**config.mk**
```make
export PLATFORM = sky130hd
export DESIGN_NAME = fp32_div_seq
export DESIGN_NICKNAME = d
export VERILOG_FILES = /design/src/rtl/fp32_pkg.sv /design/src/rtl/fp32_classify.sv /design/src/rtl/fp32_div_seq.sv
export SDC_FILE = /design/constraint.sdc
export NUM_CORES = 1
export LEC_CHECK = 0
export ABC_CLOCK_PERIOD_IN_PS = 10700
export BUFFER_PORTS_ARGS = -buffer_cell sky130_fd_sc_hd__buf_4
export CAP_MARGIN = 20
export CORE_ASPECT_RATIO = 1.75
export CORE_MARGIN = 1
export CORE_UTILIZATION = 53
export CTS_CLUSTER_SIZE = 28
export DETAILED_ROUTE_END_ITERATION = 8
export GPL_ROUTABILITY_DRIVEN = 0
export PLACE_DENSITY = 0.8
export SLEW_MARGIN = 10
export SYNTH_ARGS = -nofsm -noshare
export SYNTH_HDL_FRONTEND = slang
export SYNTH_SLANG_ARGS = --single-unit
```
**constraint.sdc**
```tcl
create_clock -name clk -period 10.7 [get_ports clk]
set_clock_uncertainty 0.05 [all_clocks]
set_input_delay 1.605 -clock clk [delete_from_list [all_inputs] [get_ports clk]]
set_output_delay 1.605 -clock clk [all_outputs]
set_load 0.05 [all_outputs]
```
**src/rtl/fp32_pkg.sv**
```systemverilog
// Shared FP32 definitions: operand layout, constants, divider state encoding and flag bit positions.
package fp32_pkg;

    localparam int unsigned FP_W   = 32;
    localparam int unsigned EXP_W  = 8;
    localparam int unsigned MAN_W  = 23;
    localparam int unsigned SIG_W  = MAN_W + 1;
    localparam int unsigned Q_W    = 27;
    localparam int unsigned REM_W  = SIG_W + 1;
    localparam int unsigned E_W    = 10;
    localparam int unsigned CNT_W  = 5;
    localparam int unsigned FLAG_W = 4;

    localparam int unsigned BIAS    = 127;
    localparam int unsigned EXP_MAX = 255;

    localparam logic [FP_W-1:0] QNAN = 32'h7FC0_0000;
    localparam logic [FP_W-1:0] PINF = 32'h7F80_0000;

    localparam int unsigned FLAG_INVALID   = 3;
    localparam int unsigned FLAG_DIVZERO   = 2;
    localparam int unsigned FLAG_OVERFLOW  = 1;
    localparam int unsigned FLAG_UNDERFLOW = 0;

    typedef struct packed {
        logic             sign;
        logic [EXP_W-1:0] exp;
        logic [MAN_W-1:0] mant;
    } fp32_t;

    typedef enum logic [1:0] {
        IDLE  = 2'd0,
        DIV   = 2'd1,
        ROUND = 2'd2,
        DONE  = 2'd3
    } state_t;

endpackage

```
**src/rtl/fp32_classify.sv**
```systemverilog
// Combinational FP32 operand classifier; subnormals are reported as zero.
module fp32_classify
    import fp32_pkg::*;
(
    input  logic [FP_W-2:0] mag,
    output logic            is_zero,
    output logic            is_inf,
    output logic            is_nan
);

    logic [EXP_W-1:0] exp_f;
    logic [MAN_W-1:0] mant_f;

    // Sign has no bearing on the class, so only the magnitude field is taken.
    assign exp_f   = mag[FP_W-2:MAN_W];
    assign mant_f  = mag[MAN_W-1:0];

    assign is_zero = (exp_f == '0);
    assign is_inf  = (exp_f == EXP_W'(EXP_MAX)) && (mant_f == '0);
    assign is_nan  = (exp_f == EXP_W'(EXP_MAX)) && (mant_f != '0);

endmodule

```
**src/rtl/fp32_div_seq.sv**
```systemverilog
// Sequential FP32 divider: restoring mantissa division, one quotient bit per cycle, fixed latency.
module fp32_div_seq
    import fp32_pkg::*;
#(
    parameter bit ROUND_EN = 1'b1
) (
    input  logic              clk,
    input  logic              rst_n,
    input  logic              in_valid,
    output logic              in_ready,
    input  logic [FP_W-1:0]   x,
    input  logic [FP_W-1:0]   y,
    output logic              out_valid,
    input  logic              out_ready,
    output logic [FP_W-1:0]   quotient,
    output logic [FLAG_W-1:0] flags
);

    fp32_t xf, yf;
    logic  x_zero, x_inf, x_nan, y_zero, y_inf, y_nan;

    assign xf = fp32_t'(x);
    assign yf = fp32_t'(y);

    fp32_classify u_cls_x (.mag(x[FP_W-2:0]), .is_zero(x_zero), .is_inf(x_inf), .is_nan(x_nan));
    fp32_classify u_cls_y (.mag(y[FP_W-2:0]), .is_zero(y_zero), .is_inf(y_inf), .is_nan(y_nan));

    state_t             state_q, state_d;
    logic [CNT_W-1:0]   cnt_q, cnt_d;
    logic [REM_W-1:0]   rem_q, rem_d;
    logic [SIG_W-1:0]   mb_q, mb_d;
    logic [Q_W-1:0]     q_q, q_d;
    logic               sign_q, sign_d;
    logic [EXP_W-1:0]   ea_q, ea_d, eb_q, eb_d;
    logic               spec_q, spec_d;
    logic [FP_W-1:0]    spec_res_q, spec_res_d;
    logic [FLAG_W-1:0]  spec_flags_q, spec_flags_d;
    logic               in_ready_q, in_ready_d;
    logic               out_valid_q, out_valid_d;
    logic [FP_W-1:0]    quotient_q, quotient_d;
    logic [FLAG_W-1:0]  flags_q, flags_d;

    // Special-operand outcome, decided from the raw inputs at capture time.
    logic              sign_in, spec_hit;
    logic [FP_W-1:0]   spec_res;
    logic [FLAG_W-1:0] spec_flags;

    assign sign_in = xf.sign ^ yf.sign;

    always_comb begin
        spec_hit   = 1'b1;
        spec_res   = '0;
        spec_flags = '0;
        if (x_nan || y_nan || (x_zero && y_zero) || (x_inf && y_inf)) begin
            spec_res                 = QNAN;
            spec_flags[FLAG_INVALID] = 1'b1;
        end else if (y_zero) begin
            spec_res                 = PINF | {sign_in, 31'd0};
            spec_flags[FLAG_DIVZERO] = 1'b1;
        end else if (x_inf) begin
            spec_res = PINF | {sign_in, 31'd0};
        end else if (x_zero || y_inf) begin
            spec_res = {sign_in, 31'd0};
        end else begin
            spec_hit = 1'b0;
        end
    end

    // One restoring step: subtract divisor when it fits, then shift for the next bit.
    logic             quo_bit;
    logic [REM_W-1:0] rem_sel;

    assign quo_bit = (rem_q >= REM_W'(mb_q));
    assign rem_sel = quo_bit ? (rem_q - REM_W'(mb_q)) : rem_q;

    // Normalise, round and pack from the finished quotient bits.
    logic [MAN_W-1:0]   mant_raw;
    logic               guard, sticky, round_up;
    logic [SIG_W-1:0]   mant_sum;
    logic signed [E_W-1:0] e_pre, e_fin;
    logic [FP_W-1:0]    rnd_res;
    logic [FLAG_W-1:0]  rnd_flags;

    always_comb begin
        if (q_q[Q_W-1]) begin
            mant_raw = q_q[Q_W-2:3];
            guard    = q_q[2];
            sticky   = (|q_q[1:0]) | (rem_q != '0);
            e_pre    = $signed(E_W'(ea_q)) - $signed(E_W'(eb_q)) + $signed(E_W'(BIAS));
        end else begin
            mant_raw = q_q[Q_W-3:2];
            guard    = q_q[1];
            sticky   = q_q[0] | (rem_q != '0);
            e_pre    = $signed(E_W'(ea_q)) - $signed(E_W'(eb_q)) + $signed(E_W'(BIAS - 1));
        end
        round_up  = ROUND_EN && guard && (sticky || mant_raw[0]);
        mant_sum  = SIG_W'(mant_raw) + SIG_W'(round_up);
        e_fin     = e_pre + $signed(E_W'(mant_sum[SIG_W-1]));
        rnd_flags = '0;
        if (e_fin >= $signed(E_W'(EXP_MAX))) begin
            rnd_res                   = PINF | {sign_q, 31'd0};
            rnd_flags[FLAG_OVERFLOW]  = 1'b1;
        end else if (e_fin <= $signed(E_W'(0))) begin
            rnd_res                   = {sign_q, 31'd0};
            rnd_flags[FLAG_UNDERFLOW] = 1'b1;
        end else begin
            rnd_res = {sign_q, e_fin[EXP_W-1:0], mant_sum[MAN_W-1:0]};
        end
    end

    // Next-state and next-register logic.
    always_comb begin
        state_d      = state_q;
        cnt_d        = cnt_q;
        rem_d        = rem_q;
        mb_d         = mb_q;
        q_d          = q_q;
        sign_d       = sign_q;
        ea_d         = ea_q;
        eb_d         = eb_q;
        spec_d       = spec_q;
        spec_res_d   = spec_res_q;
        spec_flags_d = spec_flags_q;
        quotient_d   = quotient_q;
        flags_d      = flags_q;

        unique case (state_q)
            IDLE: begin
                if (in_valid && in_ready_q) begin
                    state_d      = DIV;
                    cnt_d        = CNT_W'(Q_W - 1);
                    rem_d        = REM_W'({!x_zero, xf.mant});
                    mb_d         = {!y_zero, yf.mant};
                    q_d          = '0;
                    sign_d       = sign_in;
                    ea_d         = xf.exp;
                    eb_d         = yf.exp;
                    spec_d       = spec_hit;
                    spec_res_d   = spec_res;
                    spec_flags_d = spec_flags;
                end
            end
            DIV: begin
                q_d   = {q_q[Q_W-2:0], quo_bit};
                rem_d = REM_W'({rem_sel, 1'b0});
                if (cnt_q == '0) begin
                    state_d = ROUND;
                end else begin
                    cnt_d = cnt_q - CNT_W'(1);
                end
            end
            ROUND: begin
                state_d    = DONE;
                quotient_d = spec_q ? spec_res_q : rnd_res;
                flags_d    = spec_q ? spec_flags_q : rnd_flags;
            end
            DONE: begin
                if (out_ready) begin
                    state_d = IDLE;
                end
            end
            default: state_d = IDLE;
        endcase

        in_ready_d  = (state_d == IDLE);
        out_valid_d = (state_d == DONE);
    end

    always_ff @(posedge clk) begin
        if (!rst_n) begin
            state_q      <= IDLE;
            cnt_q        <= '0;
            rem_q        <= '0;
            mb_q         <= '0;
            q_q          <= '0;
            sign_q       <= 1'b0;
            ea_q         <= '0;
            eb_q         <= '0;
            spec_q       <= 1'b0;
            spec_res_q   <= '0;
            spec_flags_q <= '0;
            in_ready_q   <= 1'b1;
            out_valid_q  <= 1'b0;
            quotient_q   <= '0;
            flags_q      <= '0;
        end else begin
            state_q      <= state_d;
            cnt_q        <= cnt_d;
            rem_q        <= rem_d;
            mb_q         <= mb_d;
            q_q          <= q_d;
            sign_q       <= sign_d;
            ea_q         <= ea_d;
            eb_q         <= eb_d;
            spec_q       <= spec_d;
            spec_res_q   <= spec_res_d;
            spec_flags_q <= spec_flags_d;
            in_ready_q   <= in_ready_d;
            out_valid_q  <= out_valid_d;
            quotient_q   <= quotient_d;
            flags_q      <= flags_d;
        end
    end

    assign in_ready  = in_ready_q;
    assign out_valid = out_valid_q;
    assign quotient  = quotient_q;
    assign flags     = flags_q;

endmodule

```
==> results.py, run 1 <==
metrics = {
    "run_status": {
        "status": "finished clean",
    },
    "cells_and_area": {
        "diodes": 0,
        "syn2layout_area_growth_pct": 15.9,
        "seqCellArea_mm2": 0.00286,
        "drive_gt1_frac": 0.153,
        "fill_cells": 1450,
        "nets": 1297,
        "multi_input_area_mm2": 0.00548,
        "utilization": 0.626,
    },
    "timing": {
        "maxSlewHeadroom": 0.261,
        "drv_slew": 0,
        "period_share": 0.457,
        "finalSetupTns_ns": 0,
        "worst_hold_slack_ns": 0.405,
        "hold_viol": 0,
        "worstMarginPinSlew_ns": 1.11,
        "period_needed_ns": 4.89,
        "max_freq_mhz": 205,
        "rsz0062_at_grt": "false",
        "setup_viol": 0,
    },
    "logic_synthesis": {
        "ys_top_cells_by_area": "dfxtp_1, a21oi_1, nand2_1, ha_1, nor2_1",
        "synthDistinctLibCells": 77,
        "synth_area_mm2": 0.00880,
        "post-synth-top-count-cell": "dfxtp_1",
        "yosys_most_used_dff": "dfxtp_1",
        "yosysTopAreaCellShare": 0.325,
        "ys_ff_latch": 143,
        "yosysTopAreaCell": "dfxtp_1",
        "avgSynthCellArea_um2": 7.86,
        "async_reset_ff_frac": 0,
        "syn_inst": 1120,
        "synth_nets": 1229,
        "synth_commonest_cells": "dfxtp_1, nand2_1, a21oi_1",
        "synth_edf_count": 0,
        "synth-warning-count": 0,
        "ys_seq_area_frac": 0.325,
    },
    "routing": {
        "routedWlPerCell_um": 16.6,
        "wl_um": 23100,
        "viasPerCell": 6.10,
        "firstDrtPassIters": 7,
        "first_iter_violations": 313,
        "vias": 8491,
        "post-route-drc-count": 0,
        "postRouteAntennaNets": 0,
    },
    "power": {
        "finalPower_mw": 3.14,
        "p_per_area_mw_per_mm2": 307,
        "peakVddDrop_mv": 0.184,
        "power.leakage_nw": 3.96,
    },
    "cts": {
        "clk_pin_slew_ns": 0.06,
        "worstSkewPairLatency_ns": 0.42,
        "postCtsSetupRepairBufs": 0,
        "cts_tree": "built",
        "cts_buffer_depth": 2,
        "cts_htree_levels": 4,
        "cts_resized": 0,
        "numCtsBuffers": 17,
        "root_buffer": "clkbuf_16",
        "clkSinkCount": 143,
        "hold_buffers": 0,
    },
    "critical_path": {
        "r2r-end": "quotient[1]$_SDFFE_PN0N_",
        "reg2reg_depth": 17,
        "r2r-start": "q_q[26]$_SDFFE_PN0P_",
        "cp_max_fo": 36,
        "crit_family": "simple AND/OR/NAND/NOR gates",
        "endpoint_kind": "flop",
        "worstSetupPathType": "flop to flop",
        "worstPathArrival_ns": 5.21,
        "cp_cell_sequence": "buf_4, nand2_1, a21oi_1, o211ai_1, nor2_1, nand3b_1, nor3_1, ha_1, nand2_1, nor2_1, and2_1, and3_1, nand3_1, a211oi_2, nor4b_4, buf_6, a22o_1",
        "required_ns": 11.02,
        "ff2ff_setup_slack_ns": 5.81,
        "cp_slowest_cell": "dfxtp_2",
        "cpPeakStageDelay_ns": 0.71,
        "path_buf_inv": 2,
        "setup.worst_path.start_class": "flop",
    },
    "grt": {
        "antenna_found_initial": 0,
        "grt_pass1_wl_um": 37700,
        "overflow": 0,
        "grt_pass1_vias": 8206,
        "grt_max_degree": 93,
        "groute.usage.overall": 0.274,
    },
    "floorplanning": {
        "ioPinCount": 106,
        "die_y_um": 172,
        "die-area_mm2": 0.0171,
        "rows": 62,
        "die_w_um": 99.4,
        "initial_utilization": 0.540,
        "core_mm2": 0.0163,
    },
    "placement": {
        "numPortBuffers": 105,
        "hpwl_um": 16300,
    },
    "job": {
        "cap_violations": 0,
    },
    "worst_hold_path": {
        "min_path_type": "flop to flop",
        "worstHoldStart": "mb_q[18]$_SDFFE_PN0P_",
        "hold_end": "mb_q[18]$_SDFFE_PN0P_",
        "hold_depth": 2,
    },
}
[metrics by stage]
step	std cells	instance area [um2]	setup WS, ns
2_1_floorplan	1120	8800	6.77
3_3_place_gp	1360	9620	5.54
3_5_place_dp	1360	9620	5.34
4_1_cts	1391	10200	5.32
5_1_grt	1392	10200	5.30
6_report	1392	10200	5.81
[report_power, final]
group	internal, mW	leakage (nW)	switching [mW]
clock network	0.344	0.274	0.237
registers	0.634	1.17	0.0925
logic	0.732	2.52	1.10
total	1.71	3.96	1.43
[layer usage]
metal,global-route usage,vias up,share of wire
met2,0.517,286,0.53
met1,0.281,3938,0.38
met4,0.180,0,0.053
met3,0.0356,91,0.042
li1,-,4176,-
met5,0,-,0
[layout make-up]
| cell class | count | share of cell area |
|---|---|---|
| Multi-Input combinational cell | 862 | 0.537 |
| Sequential cell | 143 | 0.281 |
| Timing Repair Buffer | 114 | 0.0843 |
| Clock buffer | 19 | 0.0424 |
| Tap cell | 192 | 0.0235 |
| Inverter | 50 | 0.0184 |
| Clock inverter | 12 | 0.0135 |
[worst register-to-register path: cells and delay by family (launching register included)]
kind            cells  cell delay, ns
flops               1            0.71
simple gates       10            2.09
fa+ha+maj           1            0.20
compound gates      4            1.11
buf+inv             2            0.70
[cells by family (layout without fill, tap and decap cells)]
kind of cell / after synthesis / in the layout / share of synthesized area
simple gates: 398 / 398 / 0.218
compound gates: 349 / 349 / 0.264
flops: 143 / 143 / 0.325
buf+inv: 115 / 195 / 0.0537
xor+xnor: 51 / 51 / 0.0516
fa+ha+maj: 41 / 41 / 0.0591
mux: 23 / 23 / 0.0281
[worst max-delay path by stage]
stage                               startpoint                        end  slack (ns)  cells past startpoint
after global placement    q_q[26]$_SDFFE_PN0P_  quotient[21]$_SDFFE_PN0N_        5.54                     16
final                     q_q[26]$_SDFFE_PN0P_   quotient[1]$_SDFFE_PN0N_        5.81                     17
after detailed placement  q_q[26]$_SDFFE_PN0P_  quotient[21]$_SDFFE_PN0N_        5.34                     16
after floorplan           q_q[26]$_SDFFE_PN0P_  quotient[10]$_SDFFE_PN0N_        6.77                     19
after global routing      q_q[26]$_SDFFE_PN0P_   quotient[6]$_SDFFE_PN0N_        5.30                     17
after CTS                 q_q[26]$_SDFFE_PN0P_  quotient[21]$_SDFFE_PN0N_        5.32                     16
[layout by cell type, fill, tap and decap left out, types with 14 or more instances in the layout]
cell type	n
nor2_1	103
nor2b_1	19
nand3_1	21
nor4_1	20
a21o_1	14
dfxtp_1	142
nor3_1	14
a21oi_1	124
a211oi_1	17
o21ai_0	53
buf_4	113
clkbuf_16	17
xnor2_1	28
xor2_1	22
ha_1	40
inv_1	49
a22o_1	22
nand2_1	137
a22oi_1	30
[state kept, by name, indices dropped and copies added (netlist names)]
| signal | count |
|---|---|
| eb_q | 8 |
| q_q | 27 |
| flags | 4 |
| rem_q | 25 |
| spec_res_q | 3 |
| sign_q | 1 |
| mb_q | 24 |
| ea_q | 8 |
| quotient | 32 |
| spec_flags_q | 1 |
| out_valid | 1 |
| in_ready | 1 |
| spec_q | 1 |
| cnt_q | 5 |
| state_q | 2 |
Note: power is estimated with default switching activity, not from simulation.
==> run 2, diff against run 1 <==
--- a/config.mk
+++ b/config.mk
@@ -5,7 +5,7 @@
 export SDC_FILE = /design/constraint.sdc
 export NUM_CORES = 1
 export LEC_CHECK = 0
-export ABC_CLOCK_PERIOD_IN_PS = 10700
+export ABC_CLOCK_PERIOD_IN_PS = 4900
 export BUFFER_PORTS_ARGS = -buffer_cell sky130_fd_sc_hd__buf_4
 export CAP_MARGIN = 20
 export CORE_ASPECT_RATIO = 1.75
==> constraint.sdc (replaced) <==
create_clock -name clk -period 4.9 [get_ports clk]
set_clock_uncertainty 0.05 [all_clocks]
set_input_delay 0.735 -clock clk [delete_from_list [all_inputs] [get_ports clk]]
set_output_delay 0.735 -clock clk [all_outputs]
set_load 0.05 [all_outputs]
==> results.py, run 2 (synthesis gave the netlist of run 1 again) <==
metrics = {
    "critical_path": {
        "crit_family": "simple AND/OR/NAND/NOR gates",
        "path_buf_inv": 2,
        "cpPeakStageDelay_ns": 0.49,
        "required_ns": 5.21,
        "cp_cell_sequence": "inv_1, ha_1, nor2b_4, nor2_1, xor2_1, ha_1, and3b_4, or3_1, mux2_2, o41ai_4, a311oi_2, xnor2_2, nand3_1, a211oi_2, nor4b_4, buf_4, a22o_1",
        "setup.worst_path.start_class": "flop",
        "path_common_cell": "ha_1",
        "r2r-end": "quotient[1]$_SDFFE_PN0N_",
        "endpoint_kind": "flop",
        "worst-path-stages": 17,
        "reg2reg_depth": 17,
        "worstSetupPathType": "flop to flop",
        "cp_max_fo": 23,
        "ff2ff_setup_slack_ns": 0.52,
        "worstPathArrival_ns": 4.69,
        "r2r-start": "eb_q[1]$_SDFFE_PN0P_",
        "cp_slowest_cell": "a211oi_2",
    },
    "cells_and_area": {
        "fin_cells": 1394,
        "syn2layout_area_growth_pct": 16.1,
        "drive_gt1_frac": 0.155,
        "diodes": 0,
        "nets": 1298,
        "final_common_cell": "dfxtp_1",
        "layout_common_cells": "dfxtp_1, nand2_1, a21oi_1",
        "largest_reg_flops": 32,
        "utilization": 0.627,
        "stdcell_area_mm2": 0.0102,
    },
    "grt": {
        "grt_max_degree": 80,
        "grt_pass1_wl_um": 37600,
        "grt_pass1_vias": 8287,
        "groute.usage.overall": 0.274,
        "overflow": 0,
        "antenna_found_initial": 0,
    },
    "timing": {
        "hold_viol": 0,
        "period_share": 0.893,
        "period_needed_ns": 4.38,
        "rsz0062_at_grt": "false",
        "setup_ws_ns": 0.524,
        "worst_hold_slack_ns": 0.402,
        "setup_viol": 0,
        "drv_slew": 0,
        "worstMarginPinSlew_ns": 1.04,
        "maxSlewHeadroom": 0.305,
        "max_freq_mhz": 228,
        "finalSetupTns_ns": 0,
    },
    "placement": {
        "dp.cells": 1362,
        "numPortBuffers": 105,
        "place_ws_ns": 0.596,
        "hpwl_um": 16500,
        "dpl-instance-area_mm2": 0.00964,
    },
    "floorplanning": {
        "core_mm2": 0.0163,
        "initial_utilization": 0.540,
        "ioPinCount": 106,
        "die-area_mm2": 0.0171,
        "die_y_um": 172,
        "die_w_um": 99.4,
        "rows": 62,
    },
    "worst_hold_path": {
        "hold_end": "eb_q[7]$_SDFFE_PN0P_",
        "worstHoldStart": "eb_q[7]$_SDFFE_PN0P_",
        "min_path_type": "flop to flop",
        "hold_depth": 2,
    },
    "power": {
        "finalPower_mw": 6.86,
        "power.leakage_nw": 3.96,
        "p_per_area_mw_per_mm2": 671,
        "peakVddDrop_mv": 0.387,
    },
    "routing": {
        "first_iter_violations": 380,
        "routedWlPerCell_um": 16.3,
        "postRouteAntennaNets": 0,
        "firstDrtPassIters": 5,
        "viasPerCell": 6.10,
        "post-route-drc-count": 0,
        "vias": 8505,
        "wl_um": 22800,
    },
    "job": {
        "cap_violations": 0,
    },
    "run_status": {
        "status": "finished clean",
    },
    "cts": {
        "cts_htree_levels": 4,
        "root_buffer": "clkbuf_16",
        "numCtsBuffers": 17,
        "hold_buffers": 0,
        "cts_buffer_depth": 2,
        "postCtsSetupRepairBufs": 0,
        "clkSinkCount": 143,
        "cts_resized": 0,
        "clk_pin_slew_ns": 0.06,
        "worstSkewPairLatency_ns": 0.42,
        "cts_tree": "built",
    },
}
[run 2: final cells by class]
class                   instances  area (um2)
clock buffers                  18         429
clock inverters                14         156
fillers                      1472        6070
inverters                      50         188
multi-input cells             862        5480
flip-flops and latches        143        2860
well taps                     192         240
repair buffers                115         863
[run 2: layer usage]
metal / global-route usage / share of wire
met5: 0 / 0
met4: 0.176 / 0.055
met2: 0.517 / 0.53
met3: 0.0384 / 0.038
met1: 0.278 / 0.38
[run 2: worst max path at each step]
stage / start / end
6_report: eb_q[1]$_SDFFE_PN0P_ / quotient[1]$_SDFFE_PN0N_
5_1_grt: q_q[26]$_SDFFE_PN0P_ / quotient[7]$_SDFFE_PN0N_
4_1_cts: eb_q[1]$_SDFFE_PN0P_ / quotient[1]$_SDFFE_PN0N_
3_5_place_dp: eb_q[1]$_SDFFE_PN0P_ / quotient[21]$_SDFFE_PN0N_
3_3_place_gp: eb_q[1]$_SDFFE_PN0P_ / quotient[21]$_SDFFE_PN0N_
2_1_floorplan: q_q[26]$_SDFFE_PN0P_ / quotient[10]$_SDFFE_PN0N_
[run 2: worst min-delay path, cell delays in order (launching register included)]
cell and delay (ns):
dfxtp_1 0.31, nand2_1 0.05, a21oi_1 0.05
[run 2: power breakdown]
part | internal [mW] | switching [mW]
Combinational | 1.60 | 2.38
Sequential | 1.38 | 0.196
Clock | 0.758 | 0.543
==> run 3, diff against run 2 <==
--- a/config.mk
+++ b/config.mk
@@ -8,7 +8,6 @@
 export ABC_CLOCK_PERIOD_IN_PS = 4900
 export BUFFER_PORTS_ARGS = -buffer_cell sky130_fd_sc_hd__buf_4
 export CAP_MARGIN = 20
-export CORE_ASPECT_RATIO = 1.75
 export CORE_MARGIN = 1
 export CORE_UTILIZATION = 53
 export CTS_CLUSTER_SIZE = 28
==> results.py, run 3 (synthesis gave the netlist of run 1 again) <==
metrics = {
    "run_status": {
        "status": "finished clean",
    },
    "critical_path": {
        "worstPathArrival_ns": 4.64,
        "path_buf_inv": 2,
        "cp_slowest_cell": "a211oi_2",
        "cp_cell_sequence": "inv_1, ha_1, nor2b_4, nor2_1, xor2_1, ha_1, and3b_4, or3_1, mux2_2, o41ai_4, a311oi_2, xnor2_2, nand3_1, a211oi_2, nor4b_4, buf_4, a22o_1",
        "cpPeakStageDelay_ns": 0.46,
        "crit_family": "simple AND/OR/NAND/NOR gates",
        "required_ns": 5.23,
        "setup.worst_path.start_class": "flop",
        "worstSetupPathType": "flop to flop",
        "endpoint_kind": "flop",
        "cp_max_fo": 23,
        "path_common_cell": "ha_1",
    },
    "floorplanning": {
        "die_w_um": 131,
        "initial_utilization": 0.548,
        "core_mm2": 0.0161,
        "die_y_um": 131,
        "rows": 46,
        "die-area_mm2": 0.0171,
        "ioPinCount": 106,
    },
    "grt": {
        "grt_pass1_wl_um": 36800,
        "grt_max_degree": 64,
        "groute.usage.overall": 0.271,
        "grt_pass1_vias": 7679,
        "overflow": 0,
        "antenna_found_initial": 0,
    },
    "cts": {
        "cts_resized": 0,
        "cts_tree": "built",
        "root_buffer": "clkbuf_16",
        "hold_buffers": 0,
        "cts_htree_levels": 4,
        "worstSkewPairLatency_ns": 0.44,
        "clk_pin_slew_ns": 0.06,
        "numCtsBuffers": 17,
        "clkSinkCount": 143,
        "cts_buffer_depth": 2,
        "postCtsSetupRepairBufs": 0,
    },
    "power": {
        "comb_power_share": 0.580,
        "clock_power_share": 0.187,
        "p_int_mw": 3.74,
        "power.leakage_nw": 3.97,
        "p_sw_mw": 3.05,
        "seq_power_share": 0.233,
        "peakVddDrop_mv": 0.357,
        "switching_share": 0.449,
        "p_per_area_mw_per_mm2": 663,
    },
    "routing": {
        "firstDrtPassIters": 5,
        "viasPerCell": 5.95,
        "postRouteAntennaNets": 0,
        "post-route-drc-count": 0,
        "first_iter_violations": 723,
        "routedWlPerCell_um": 15.7,
        "wl_um": 22300,
        "vias": 8438,
    },
    "job": {
        "cap_violations": 0,
    },
    "timing": {
        "period_share": 0.880,
        "worstMarginPinSlew_ns": 1.05,
        "drv_slew": 0,
        "finalSetupTns_ns": 0,
        "hold_viol": 0,
        "rsz0062_at_grt": "false",
        "max_freq_mhz": 232,
        "setup_ws_ns": 0.586,
        "setup_viol": 0,
        "maxSlewHeadroom": 0.299,
        "period_needed_ns": 4.31,
    },
    "cells_and_area": {
        "layout_common_cells": "dfxtp_1, nand2_1, a21oi_1",
        "diodes": 0,
        "drive_gt1_frac": 0.152,
        "stdcell_area_mm2": 0.0102,
        "final_common_cell": "dfxtp_1",
        "fill_cells": 1393,
        "fin_cells": 1417,
        "seqCellArea_mm2": 0.00286,
        "multi_input_area_mm2": 0.00548,
        "utilization": 0.638,
        "syn2layout_area_growth_pct": 16.3,
        "largest_reg_flops": 32,
        "nets": 1297,
    },
    "placement": {
        "dpl-instance-area_mm2": 0.00966,
        "dp.cells": 1385,
        "place_ws_ns": 0.633,
        "numPortBuffers": 105,
        "hpwl_um": 15800,
    },
    "worst_hold_path": {
        "min_path_type": "flop to flop",
    },
}
-- run 3: power by group through the flow --
stage	sequential, mW	clock (mW)	combinational [mW]
floorplan	1.61	0	3.09
global placement	1.59	0	3.79
detailed placement	1.59	0	3.84
CTS	1.57	1.28	3.89
global route	1.61	1.33	4.36
finish	1.58	1.27	3.94
-- run 3: final timing paths --
| kind | start | end | slack, ns | depth (start not counted) |
|---|---|---|---|---|
| max | eb_q[1]$_SDFFE_PN0P_ | quotient[21]$_SDFFE_PN0N_ | 0.59 | 17 |
| min | eb_q[7]$_SDFFE_PN0P_ | eb_q[7]$_SDFFE_PN0P_ | 0.40 | 2 |
| max reg2reg | eb_q[1]$_SDFFE_PN0P_ | quotient[21]$_SDFFE_PN0N_ | 0.59 | 17 |
| min reg2reg | eb_q[7]$_SDFFE_PN0P_ | eb_q[7]$_SDFFE_PN0P_ | 0.40 | 2 |
-- run 3: tightest hold or removal path, stage by stage, from the launching register on --
cell	delay, ns
dfxtp_1	0.31
nand2_1	0.05
a21oi_1	0.05
-- run 3: layout make-up --
| type | count | area share |
|---|---|---|
| inverters | 50 | 0.0183 |
| multi-input cells | 862 | 0.535 |
| well taps | 216 | 0.0264 |
| flip-flops and latches | 143 | 0.280 |
| clock inverters | 7 | 0.00745 |
| clock buffers | 25 | 0.0494 |
| repair buffers | 114 | 0.0836 |
-- run 3: per-stage QoR --
| stage | hold slack [ns] | power, mW |
|---|---|---|
| 3_5_place_dp | 0.397 | 5.44 |
| 2_1_floorplan | 0.386 | 4.70 |
| 3_3_place_gp | 0.392 | 5.38 |
| 5_1_grt | 0.422 | 7.30 |
| 6_report | 0.402 | 6.79 |
| 4_1_cts | 0.404 | 6.74 |
-- run 3: routing by layer --
layer | routed length (um) | global-route usage | vias to the layer above
met5 | 0 | 0 | -
met4 | 366 | 0.0960 | 0
li1 | - | - | 4184
met3 | 1160 | 0.0432 | 37
met2 | 10600 | 0.453 | 258
met1 | 10200 | 0.353 | 3959
